===== config.mk =====
export PLATFORM = sky130hd
export DESIGN_NAME = mult_requester
export DESIGN_NICKNAME = d
export VERILOG_FILES = /design/src/rtl/mult_requester_pkg.sv /design/src/rtl/mult_req_counter.sv /design/src/rtl/mult_requester.sv
export SDC_FILE = /design/constraint.sdc
export NUM_CORES = 1
export LEC_CHECK = 0
export BUFFER_PORTS_ARGS = -buffer_cell sky130_fd_sc_hd__clkbuf_2
export CORE_MARGIN = 10
export CORE_UTILIZATION = 44
export CTS_BUF_LIST = sky130_fd_sc_hd__clkbuf_8
export CTS_CLUSTER_DIAMETER = 60
export CTS_CLUSTER_SIZE = 8
export DETAILED_ROUTE_END_ITERATION = 10
export HOLD_SLACK_MARGIN = 0.06
export PLACE_DENSITY = 0.78
export SKIP_CTS_REPAIR_TIMING = 1
export SYNTH_ARGS = -nofsm -noshare
export SYNTH_HDL_FRONTEND = slang
export SYNTH_SLANG_ARGS = --single-unit

===== constraint.sdc =====
create_clock -name clk -period 1.35 [get_ports clk]
set_clock_uncertainty 0.1 [all_clocks]
set_input_delay 0.0675 -clock clk [delete_from_list [all_inputs] [get_ports clk]]
set_output_delay 0.0675 -clock clk [all_outputs]
set_load 0.02 [all_outputs]

===== src/rtl/mult_requester_pkg.sv =====
// Shared types for the multiplier requester: FSM state encoding and default operand width.
package mult_requester_pkg;

  localparam int N_DEFAULT = 8;

  typedef enum logic [1:0] {
    IDLE  = 2'd0,
    START = 2'd1,
    WAIT  = 2'd2,
    HOLD  = 2'd3
  } state_e;

endpackage


===== src/rtl/mult_req_counter.sv =====
// Loadable up-counter with synchronous clear and terminal-count compare; clear beats load beats increment.
module mult_req_counter #(
  parameter int W = 4
) (
  input  logic         clk,
  input  logic         rst,
  input  logic         clr,
  input  logic         ld,
  input  logic [W-1:0] ld_val,
  input  logic         inc,
  input  logic [W-1:0] term,
  output logic         tc
);

  logic [W-1:0] cnt_q;
  logic [W-1:0] cnt_d;

  always_comb begin
    cnt_d = cnt_q;
    if (clr) begin
      cnt_d = '0;
    end else if (ld) begin
      cnt_d = ld_val;
    end else if (inc) begin
      cnt_d = cnt_q + W'(1);
    end
  end

  always_ff @(posedge clk or negedge rst) begin
    if (!rst) begin
      cnt_q <= '0;
    end else begin
      cnt_q <= cnt_d;
    end
  end

  assign tc = (cnt_q == term);

endmodule


===== src/rtl/mult_requester.sv =====
// Hands one operand pair at a time to a multiplier controller and holds the result until taken downstream.
// Optional WAIT timeout (out_err=1, out_res=0) is compiled in with MULT_REQ_TIMEOUT_EN.
module mult_requester
  import mult_requester_pkg::*;
#(
  parameter int N            = N_DEFAULT,
  parameter int START_CYCLES = 1,
  parameter int TIMEOUT      = 255
) (
  input  logic           clk,
  input  logic           rst,
  input  logic           in_valid,
  output logic           in_ready,
  input  logic [N-1:0]   in_a,
  input  logic [N-1:0]   in_b,
  output logic           mul_start,
  output logic [N-1:0]   mul_a,
  output logic [N-1:0]   mul_b,
  input  logic           mul_done,
  input  logic [2*N-1:0] mul_res,
  output logic           out_valid,
  input  logic           out_ready,
  output logic [2*N-1:0] out_res,
  output logic           out_err,
  output logic           busy
);

  if (START_CYCLES < 1 || START_CYCLES > 15 || TIMEOUT < 1) begin : g_bad_cfg
    $error("mult_requester: START_CYCLES must be 1..15 and TIMEOUT at least 1");
  end

  state_e         state_q, state_d;
  logic [N-1:0]   mul_a_q, mul_a_d;
  logic [N-1:0]   mul_b_q, mul_b_d;
  logic [2*N-1:0] out_res_q, out_res_d;
  logic           mul_start_q, mul_start_d;
  logic           out_valid_q, out_valid_d;
  logic           busy_q, busy_d;
  logic           in_ready_q, in_ready_d;

  logic st_clr, st_inc, st_tc;

  mult_req_counter #(.W(4)) u_start_cnt (
    .clk    (clk),
    .rst    (rst),
    .clr    (st_clr),
    .ld     (1'b0),
    .ld_val (4'd0),
    .inc    (st_inc),
    .term   (4'(START_CYCLES - 1)),
    .tc     (st_tc)
  );

`ifdef MULT_REQ_TIMEOUT_EN
  localparam int TW = $clog2(TIMEOUT + 1);

  logic out_err_q, out_err_d;
  logic to_clr, to_inc, to_tc;

  mult_req_counter #(.W(TW)) u_timeout_cnt (
    .clk    (clk),
    .rst    (rst),
    .clr    (to_clr),
    .ld     (1'b0),
    .ld_val ('0),
    .inc    (to_inc),
    .term   (TW'(TIMEOUT - 1)),
    .tc     (to_tc)
  );

  assign out_err = out_err_q;
`else
  assign out_err = 1'b0;
`endif

  always_comb begin
    state_d   = state_q;
    mul_a_d   = mul_a_q;
    mul_b_d   = mul_b_q;
    out_res_d = out_res_q;
    st_clr    = 1'b0;
    st_inc    = 1'b0;
`ifdef MULT_REQ_TIMEOUT_EN
    out_err_d = out_err_q;
    to_clr    = 1'b0;
    to_inc    = 1'b0;
`endif
    case (state_q)
      IDLE: begin
        if (in_valid && in_ready_q) begin
          mul_a_d = in_a;
          mul_b_d = in_b;
          st_clr  = 1'b1;
          state_d = START;
        end
      end
      START: begin
        if (st_tc) begin
          state_d = WAIT;
`ifdef MULT_REQ_TIMEOUT_EN
          to_clr  = 1'b1;
`endif
        end else begin
          st_inc = 1'b1;
        end
      end
      WAIT: begin
        // a completion in the timeout cycle still wins and reports success
        if (mul_done) begin
          out_res_d = mul_res;
`ifdef MULT_REQ_TIMEOUT_EN
          out_err_d = 1'b0;
`endif
          state_d   = HOLD;
`ifdef MULT_REQ_TIMEOUT_EN
        end else if (to_tc) begin
          out_res_d = '0;
          out_err_d = 1'b1;
          state_d   = HOLD;
        end else begin
          to_inc = 1'b1;
`endif
        end
      end
      HOLD: begin
        if (out_ready) begin
          state_d = IDLE;
        end
      end
      default: state_d = IDLE;
    endcase

    // outputs are decoded from the next state so they leave the flops aligned with it
    mul_start_d = (state_d == START);
    out_valid_d = (state_d == HOLD);
    busy_d      = (state_d != IDLE);
    in_ready_d  = (state_d == IDLE);
  end

  always_ff @(posedge clk or negedge rst) begin
    if (!rst) begin
      state_q     <= IDLE;
      mul_a_q     <= '0;
      mul_b_q     <= '0;
      out_res_q   <= '0;
      mul_start_q <= 1'b0;
      out_valid_q <= 1'b0;
      busy_q      <= 1'b0;
      in_ready_q  <= 1'b1;
`ifdef MULT_REQ_TIMEOUT_EN
      out_err_q   <= 1'b0;
`endif
    end else begin
      state_q     <= state_d;
      mul_a_q     <= mul_a_d;
      mul_b_q     <= mul_b_d;
      out_res_q   <= out_res_d;
      mul_start_q <= mul_start_d;
      out_valid_q <= out_valid_d;
      busy_q      <= busy_d;
      in_ready_q  <= in_ready_d;
`ifdef MULT_REQ_TIMEOUT_EN
      out_err_q   <= out_err_d;
`endif
    end
  end

  assign in_ready  = in_ready_q;
  assign mul_start = mul_start_q;
  assign mul_a     = mul_a_q;
  assign mul_b     = mul_b_q;
  assign out_valid = out_valid_q;
  assign out_res   = out_res_q;
  assign busy      = busy_q;

endmodule

==> results of run 1 <==
-- final cells by class --
class,instances,area [sq um]
Multi-Input combinational cell,61,635.6
Timing Repair Buffer,119,822.0
Sequential cell,42,1054
Fill cell,228,1021
Tap cell,48,60.06
Clock buffer,5,68.82
Clock inverter,3,40.04
Inverter,4,15.01
-- cell usage after synthesis, types with 2 or more instances --
library cell,n
mux2_4,8
dfrtp_1,41
buf_4,3
a21oi_1,2
mux2_2,24
o311ai_0,2
buf_6,2
o21ai_0,3
inv_1,4
a31o_2,2
nand3_1,3
ha_1,2
-- final timing paths --
check	start	endpoint	slack, ns	depth (start not counted)
worst max-delay path	state_q[0]$_DFF_PN0_	mul_a[0]$_DFFE_PN0P_	-0.08	3
worst min-delay path	in_valid	in_ready$_DFF_PN1_	0.07	3
worst max register to register	state_q[0]$_DFF_PN0_	mul_a[0]$_DFFE_PN0P_	-0.08	3
worst min register to register	out_res[14]$_DFFE_PN0P_	out_res[14]$_DFFE_PN0P_	0.41	1
max in group asynchronous	rst	out_res[0]$_DFFE_PN0P_	0.50	3
min in group asynchronous	rst	mul_a[1]$_DFFE_PN0P_	0.16	2
-- per-layer routing --
layer / track usage / share of wire / vias to the layer above / wire length, um
met5: 0 / 0 / - / 0
met4: 0.04849 / 0.010 / 0 / 46
met3: 0.05832 / 0.12 / 7 / 562
met2: 0.1742 / 0.45 / 60 / 2054
met1: 0.1463 / 0.41 / 632 / 1873
li1: - / - / 639 / -
-- power groups by stage --
stage	registers (mW)	logic, mW	clock network, mW
finish	2.27	3.05	0.958
CTS	2.26	2.85	0.983
global route	2.36	3.32	1.04
detailed placement	2.27	2.85	0
global placement	2.23	2.77	0
floorplan	2.92	1.15	0
-- registers in the layout, summed over array words and instances, names as in the netlist --
name,count
out_valid,1
out_res,16
u_start_cnt.cnt_q,4
busy,1
state_q,2
mul_b,8
mul_start,1
mul_a,8
in_ready,1
-- worst max-delay path, delay by kind of cell, from the launching register on --
family                 cells  cell delay (ns)
and+or+nand+nor            1             0.26
buffers and inverters      1             0.20
muxes                      1             0.30
DFF                        1             0.45
-- stage by stage --
| step | instances | instance area (sq um) | power [mW] | util | worst slack, ns |
|---|---|---|---|---|---|
| after floorplan | 113 | 1732 | 4.070 | - | -0.1632 |
| after global placement | 238 | 2190 | 4.994 | 0.5892 | -0.03740 |
| after detailed placement | 238 | 2190 | 5.119 | 0.5892 | -0.1169 |
| after CTS | 246 | 2298 | 6.089 | 0.6185 | -0.1381 |
| after global routing | 282 | 2695 | 6.711 | 0.7253 | -0.1617 |
| final | 282 | 2695 | 6.285 | 0.7253 | -0.07920 |
-- cell usage in the layout, fill, tap and decap left out, types with 2 or more instances in the layout --
cell	instances
o21ai_0	2
nand3_1	2
mux2_4	8
buf_6	3
clkbuf_2	72
clkbuf_8	5
buf_4	9
dlygate4sd3_1	34
inv_1	4
ha_2	2
clkinv_2	2
dfrtp_1	40
a31o_2	2
mux2_2	24
-- cell families (layout without fill, tap and decap cells) --
kind of cell,Yosys count,in the layout,share of synthesized area
buffers and inverters,10,131,0.03773
AO/OA/AOI/OAI,14,14,0.05589
flip-flops,42,42,0.6103
multiplexers,32,32,0.2264
other,1,1,0.002175
AND/OR/NAND/NOR,12,12,0.05298
adder cells (fa/ha/maj),2,2,0.01451
==> results by group, run 1 <==
Run status
  • Status: finished, violations left
  • Violated checks: setup timing

Critical path
  • Slowest CP cell: dfrtp_2
  • Critical path class: register to register
  • Largest stage delay on the critical path: roughly 0.45 ns
  • Critical Path Source Type: register
  • Crit path DAT: 1.51 ns
  • Critical-path cell list: nand4bb_1, buf_6, mux2_4
  • Crit path max fanout: 8
  • Required time worst endpoint: 1.43 ns
  • Crit. End Element: register

Global route
  • First-pass GRT wire length: 6299 um
  • Largest net degree at the start of global routing: 26
  • Total GRT Usage: 0.1188
  • GRT overflow: 0
  • Vias in the first global route: between 1000 and 1500
  • Initial antenna violation count: 0

Floorplanning
  • Initial Utilization: 0.4640
  • Chip height: just over 80 um
  • Die X: 82.60 um
  • Number of cell rows: 22
  • Die area: 6823 sq um
  • I/O pins: 74
  • Core Area: about 3700 sq um

Clock network
  • Clock sinks: 42
  • H-tree depth: 2
  • Clk slew on worst S/H paths: 0.08 ns
  • TritonCTS buffer count: 5
  • Root buf cell: clkbuf_8
  • Clock Latency Late Sink: 0.29 ns
  • Longest Clk Path Bufs: 2
  • TritonCTS clock tree: done

Cells and area
  • Diode count: 0
  • Fraction of layout cells with a size suffix above 1: 0.5897
  • Area grow syn2layout: 56.31%
  • Nets: 272

Timing
  • Tcrit/Tclk final: 1.059
  • Unrepaired setup endpoints after global routing: yes
  • Setup WS post-layout: -0.07920 ns
  • Setup TNS: -1.330 ns
  • # setup viols final: 37
  • Fin Hold WS: about 0.068 ns
  • Min cycle time layout: 1.429 ns
  • Final Hold Viols: 0
  • F_max: 699.7 MHz
  • Max Transition Viols Final: 0

Drt
  • Avg WL per Cell: 16.09 um
  • Via Count: 1338
  • Via density: about 4.7
  • Routed Antenna Nets: 0
  • DRC: 0
  • Iteration-0 DRC Markers: 22
  • Total Wirelength: ~4500 um
  • Pre-antenna DRT Iters: 2

Logic synthesis
  • Synth area leader: dfrtp_1
  • Synth Area per Inst: 15.26 sq um
  • Post-synth ARST share: 1.000
  • Synth warn: 0
  • #FFs+latches synth: 42
  • Mapped Cells: 113
  • EDFF count, synth: 0
  • Yosys top cell area share: 0.5951
  • Ys flop type: dfrtp_1
  • Top area cells in the synthesized netlist: dfrtp_1 60%, mux2_2 16%, mux2_4 7.0%, dfstp_2 1.5%, ha_1 1.5%
  • Syn_nets: 152
  • Post-Syn Area: 1724 sq um
  • Register area share after synthesis: 0.6103
  • Library cells used by synthesis: 29

Power and ir drop
  • Peak supply drop: 1323 uV
  • Sw frac: 0.3812
  • PwrDens: 2332 nW/um^2
  • Internal power: 3.889 mW
  • LEAKAGE: between 1 and 1.5 nW
  • Flop pwr share: 0.362
  • Clock share of power: 0.153
  • Net switching power: 2.396 mW
  • Gate power share: 0.486

Place
  • IO Port Bufs: 72
  • DPL Wire Length: approximately 3200 um
  • Routability-driven placement congestion ratio: 0.7960

Hold path
  • Worst Hold Class: primary input to register

Flow run
  • Max-Cap Viols: 0
Note: power is estimated with default switching activity, not from simulation.
==> run 2: changes to the inputs <==
--- a/config.mk
+++ b/config.mk
@@ -5,16 +5,17 @@
 export SDC_FILE = /design/constraint.sdc
 export NUM_CORES = 1
 export LEC_CHECK = 0
-export BUFFER_PORTS_ARGS = -buffer_cell sky130_fd_sc_hd__clkbuf_2
 export CORE_MARGIN = 10
-export CORE_UTILIZATION = 44
+export CORE_UTILIZATION = 58
 export CTS_BUF_LIST = sky130_fd_sc_hd__clkbuf_8
 export CTS_CLUSTER_DIAMETER = 60
 export CTS_CLUSTER_SIZE = 8
 export DETAILED_ROUTE_END_ITERATION = 10
+export DONT_BUFFER_PORTS = 1
 export HOLD_SLACK_MARGIN = 0.06
-export PLACE_DENSITY = 0.78
+export PLACE_DENSITY = 0.76
 export SKIP_CTS_REPAIR_TIMING = 1
 export SYNTH_ARGS = -nofsm -noshare
 export SYNTH_HDL_FRONTEND = slang
+export SYNTH_HIERARCHICAL = 1
 export SYNTH_SLANG_ARGS = --single-unit
==> results by group, run 2 <==
Run status
  • Status: finished, violations left
  • Violated checks: setup timing

Place
  • DPL Wire Length: 2765 um (-13%)
  • IO Port Bufs: 0 (-100%)
  • Routability-driven placement congestion ratio: 0.7550 (-5.2%)
  • Worst slack at placement: -0.4482 ns (-0.3313 ns)
  • DP Area: 1952 sq um (-11%)

Clock network
  • Clk slew on worst S/H paths: 0.08 ns (about the same)
  • H-tree depth: 2 (unchanged)
  • TritonCTS buffer count: 5 (unchanged)
  • Clock sinks: 42 (unchanged)
  • Longest Clk Path Bufs: 2 (unchanged)
  • TritonCTS clock tree: done
  • Root buf cell: clkbuf_8
  • Clock Latency Late Sink: 0.29 ns (about the same)

Power and ir drop
  • Flop pwr share: 0.513 (+0.151)
  • Internal power: 3.606 mW (-7.3%)
  • Sw frac: 0.3998 (+0.01861)
  • Gate power share: 0.349 (-0.137)
  • Total power: 6.008 mW (-4.4%)
  • Peak supply drop: 1315 uV (-0.57%)
  • PwrDens: 2315 nW/um^2 (-0.71%)
  • Net switching power: 2.402 mW (+0.27%)
  • Clock share of power: 0.138 (-0.015)
  • LEAKAGE: 1.205 nW (-10%)

Timing
  • Unrepaired setup endpoints after global routing: yes
  • Min cycle time layout: 1.829 ns (+0.3994 ns)
  • Setup WS post-layout: -0.4786 ns (-0.3994 ns)
  • Setup TNS: -7.065 ns (-5.735 ns)
  • F_max: 546.9 MHz (-22%)
  • Tcrit/Tclk final: 1.354 (+0.2958)
  • Fin Hold WS: 0.1907 ns (+0.1224 ns)
  • Final Hold Viols: 0 (unchanged)
  • Max Transition Viols Final: 0 (unchanged)
  • # setup viols final: 35 (-5.4%)

Cells and area
  • Diode count: 0 (unchanged)
  • Nets: 223 (-18%)
  • Fraction of layout cells with a size suffix above 1: 0.3925 (-0.1973)
  • Most common cell after layout, fill and taps aside: dfrtp_1
  • Area grow syn2layout: 44.63%
  • Area occupied by multi-input gates: 848.3 sq um (+33%)
  • Register area: 1054 sq um (unchanged)
  • Max reg flops: 16 (unchanged)
  • Finished Cell Area: 2595 sq um (-3.7%)
  • Fillers: 125 (-45%)
  • Most frequent cells in the layout: 40 x dfrtp_1, 36 x dlygate4sd3_1, 17 x mux2_4, 15 x mux2_2, 11 x buf_4

Global route
  • Initial antenna violation count: 0 (unchanged)
  • GRT overflow: 0 (unchanged)
  • First-pass GRT wire length: 5106 um (-19%)
  • Largest net degree at the start of global routing: 43 (+65%)
  • Vias in the first global route: 1078 (-17%)
  • Total GRT Usage: 0.1229 (+0.004118)

Critical path
  • Critical Path Source Type: register
  • Critical path class: register to register
  • Crit path max fanout: 4 (-4)
  • Slowest CP cell: dfrtp_1
  • Crit path DAT: 1.91 ns (+0.40 ns)
  • Critical-path cell list: xor2_2, nor4_4, nor3b_4, buf_6, nand4_1, xnor2_1, o21a_1
  • Crit. End Element: register
  • Required time worst endpoint: 1.43 ns (about the same)
  • Largest stage delay on the critical path: 0.42 ns (-0.03 ns)

Drt
  • Total Wirelength: 5132 um (+13%)
  • Routed Antenna Nets: 0 (unchanged)
  • Iteration-0 DRC Markers: 108 (+390%)
  • DRC: 0 (unchanged)
  • Via Count: 1185 (-11%)
  • Pre-antenna DRT Iters: 5 (+3)
  • Via density: 5.411 (+14%)
  • Avg WL per Cell: 23.43 um (+46%)

Logic synthesis
  • EDFF count, synth: 0 (unchanged)
  • Mapped Cells: 121 (+7.1%)
  • Top area cells in the synthesized netlist: dfrtp_1 57%, mux2_2 18%, mux2_1 3.1%, buf_6 2.5%, xor2_1 2.4%
  • Top-count cell post-synth: dfrtp_1
  • Synth Area per Inst: 14.83 sq um (-2.8%)
  • Library cells used by synthesis: 30 (+3.4%)
  • Ys flop type: dfrtp_1
  • Post-Syn Area: 1794 sq um (+4.1%)
  • Post-synth ARST share: 1.000 (unchanged)
  • Yosys top cell area share: 0.5718 (-0.02324)
  • Synth area leader: dfrtp_1
  • #FFs+latches synth: 42 (unchanged)
  • Post-synth top cells: 41 x dfrtp_1, 28 x mux2_2, 5 x mux2_1, 5 x xor2_1
  • Synth warn: 6 (+6)
  • Register area share after synthesis: 0.5865 (-0.02383)

Floorplanning
  • Initial Utilization: 0.5975 (+0.1335)
  • Chip height: 75.62 um (-8.5%)
  • Core Area: 3003 sq um (-19%)
  • I/O pins: 74 (unchanged)
  • Number of cell rows: 20 (-9.1%)
  • Die X: 75.62 um (-8.5%)
  • Die area: 5718 sq um (-16%)

Flow run
  • Max-Cap Viols: 0 (unchanged)

Hold path
  • Worst Hold Class: primary input to asynchronous set/reset pin
run 2: changes by cell type after synthesis, sizes merged, moves of 2 or more:
| cell | before | now |
|---|---|---|
| nor2b | 2 | 0 |
| xor2 | 0 | 5 |
| a31o | 2 | 0 |
| o21ai | 3 | 0 |
| o311ai | 2 | 0 |
| xnor2 | 0 | 2 |
| mux2i | 0 | 2 |
| nand3 | 3 | 0 |
| nor2 | 0 | 4 |
run 2: worst max-delay path: cells and delay by family, from the launching register on:
kind / cells / cell delay, ns
buffers and inverters: 1 / 0.15
AOI/OAI and AO/OA: 1 / 0.19
xor gates and xnor gates: 2 / 0.28
and+or+nand+nor: 3 / 0.60
DFF: 1 / 0.42
run 2: stage by stage:
| step | util | cells |
|---|---|---|
| 6_report | 0.8642 | 219 |
| 5_1_grt | 0.8642 | 219 |
| 4_1_cts | 0.6817 | 177 |
| 3_5_place_dp | 0.6500 | 169 |
| 3_3_place_gp | 0.6500 | 169 |
| 2_1_floorplan | - | 130 |
run 2: cell type report:
| class | instances | share of cell area |
|---|---|---|
| clock inverter | 2 | 0.004822 |
| timing repair buffer | 54 | 0.2088 |
| clock buffer | 6 | 0.03182 |
| tap | 33 | 0.01591 |
| sequential | 42 | 0.4060 |
| inverter | 4 | 0.005786 |
| multi-input combinational | 78 | 0.3269 |
run 2: cell families after synthesis:
| family | after synthesis | share of synthesized area |
|---|---|---|
| other cells | 1 | 0.002090 |
| flops | 42 | 0.5865 |
| fa+ha+maj | 1 | 0.006972 |
| compound gates | 8 | 0.03068 |
| simple gates | 15 | 0.06416 |
| buf+inv | 11 | 0.04462 |
| xor+xnor | 7 | 0.03417 |
| mux | 36 | 0.2308 |
run 2: power groups by stage:
stage	Clock (mW)	Sequential, mW	Combinational, mW
2_1_floorplan	0	2.88	1.22
3_3_place_gp	0	3.00	1.46
6_report	0.829	3.08	2.10
4_1_cts	0.839	3.01	1.52
5_1_grt	0.898	3.16	2.24
3_5_place_dp	0	3.03	1.52
run 2: path summary, 6_finish.rpt:
check                      slack, ns                                to  cells after the start                             start
min reg2reg                     0.55              state_q[1]$_DFF_PN0_                      2              state_q[0]$_DFF_PN0_
max in group asynchronous       0.71                in_ready$_DFF_PN1_                      2                               rst
min                             0.19           out_res[10]$_DFFE_PN0P_                      2                               rst
min in group clk                0.19              mul_a[7]$_DFFE_PN0P_                      3                          in_valid
max                            -0.48  u_start_cnt/cnt_q[3]$_DFFE_PN0P_                      7  u_start_cnt/cnt_q[0]$_DFFE_PN0P_
max reg2reg                    -0.48  u_start_cnt/cnt_q[3]$_DFFE_PN0P_                      7  u_start_cnt/cnt_q[0]$_DFFE_PN0P_
run 2: layer usage:
metal	global-route usage	routed length, um
met5	0	0
met4	0.06392	77
met3	0.07682	622
met2	0.1992	2530
met1	0.1192	1901
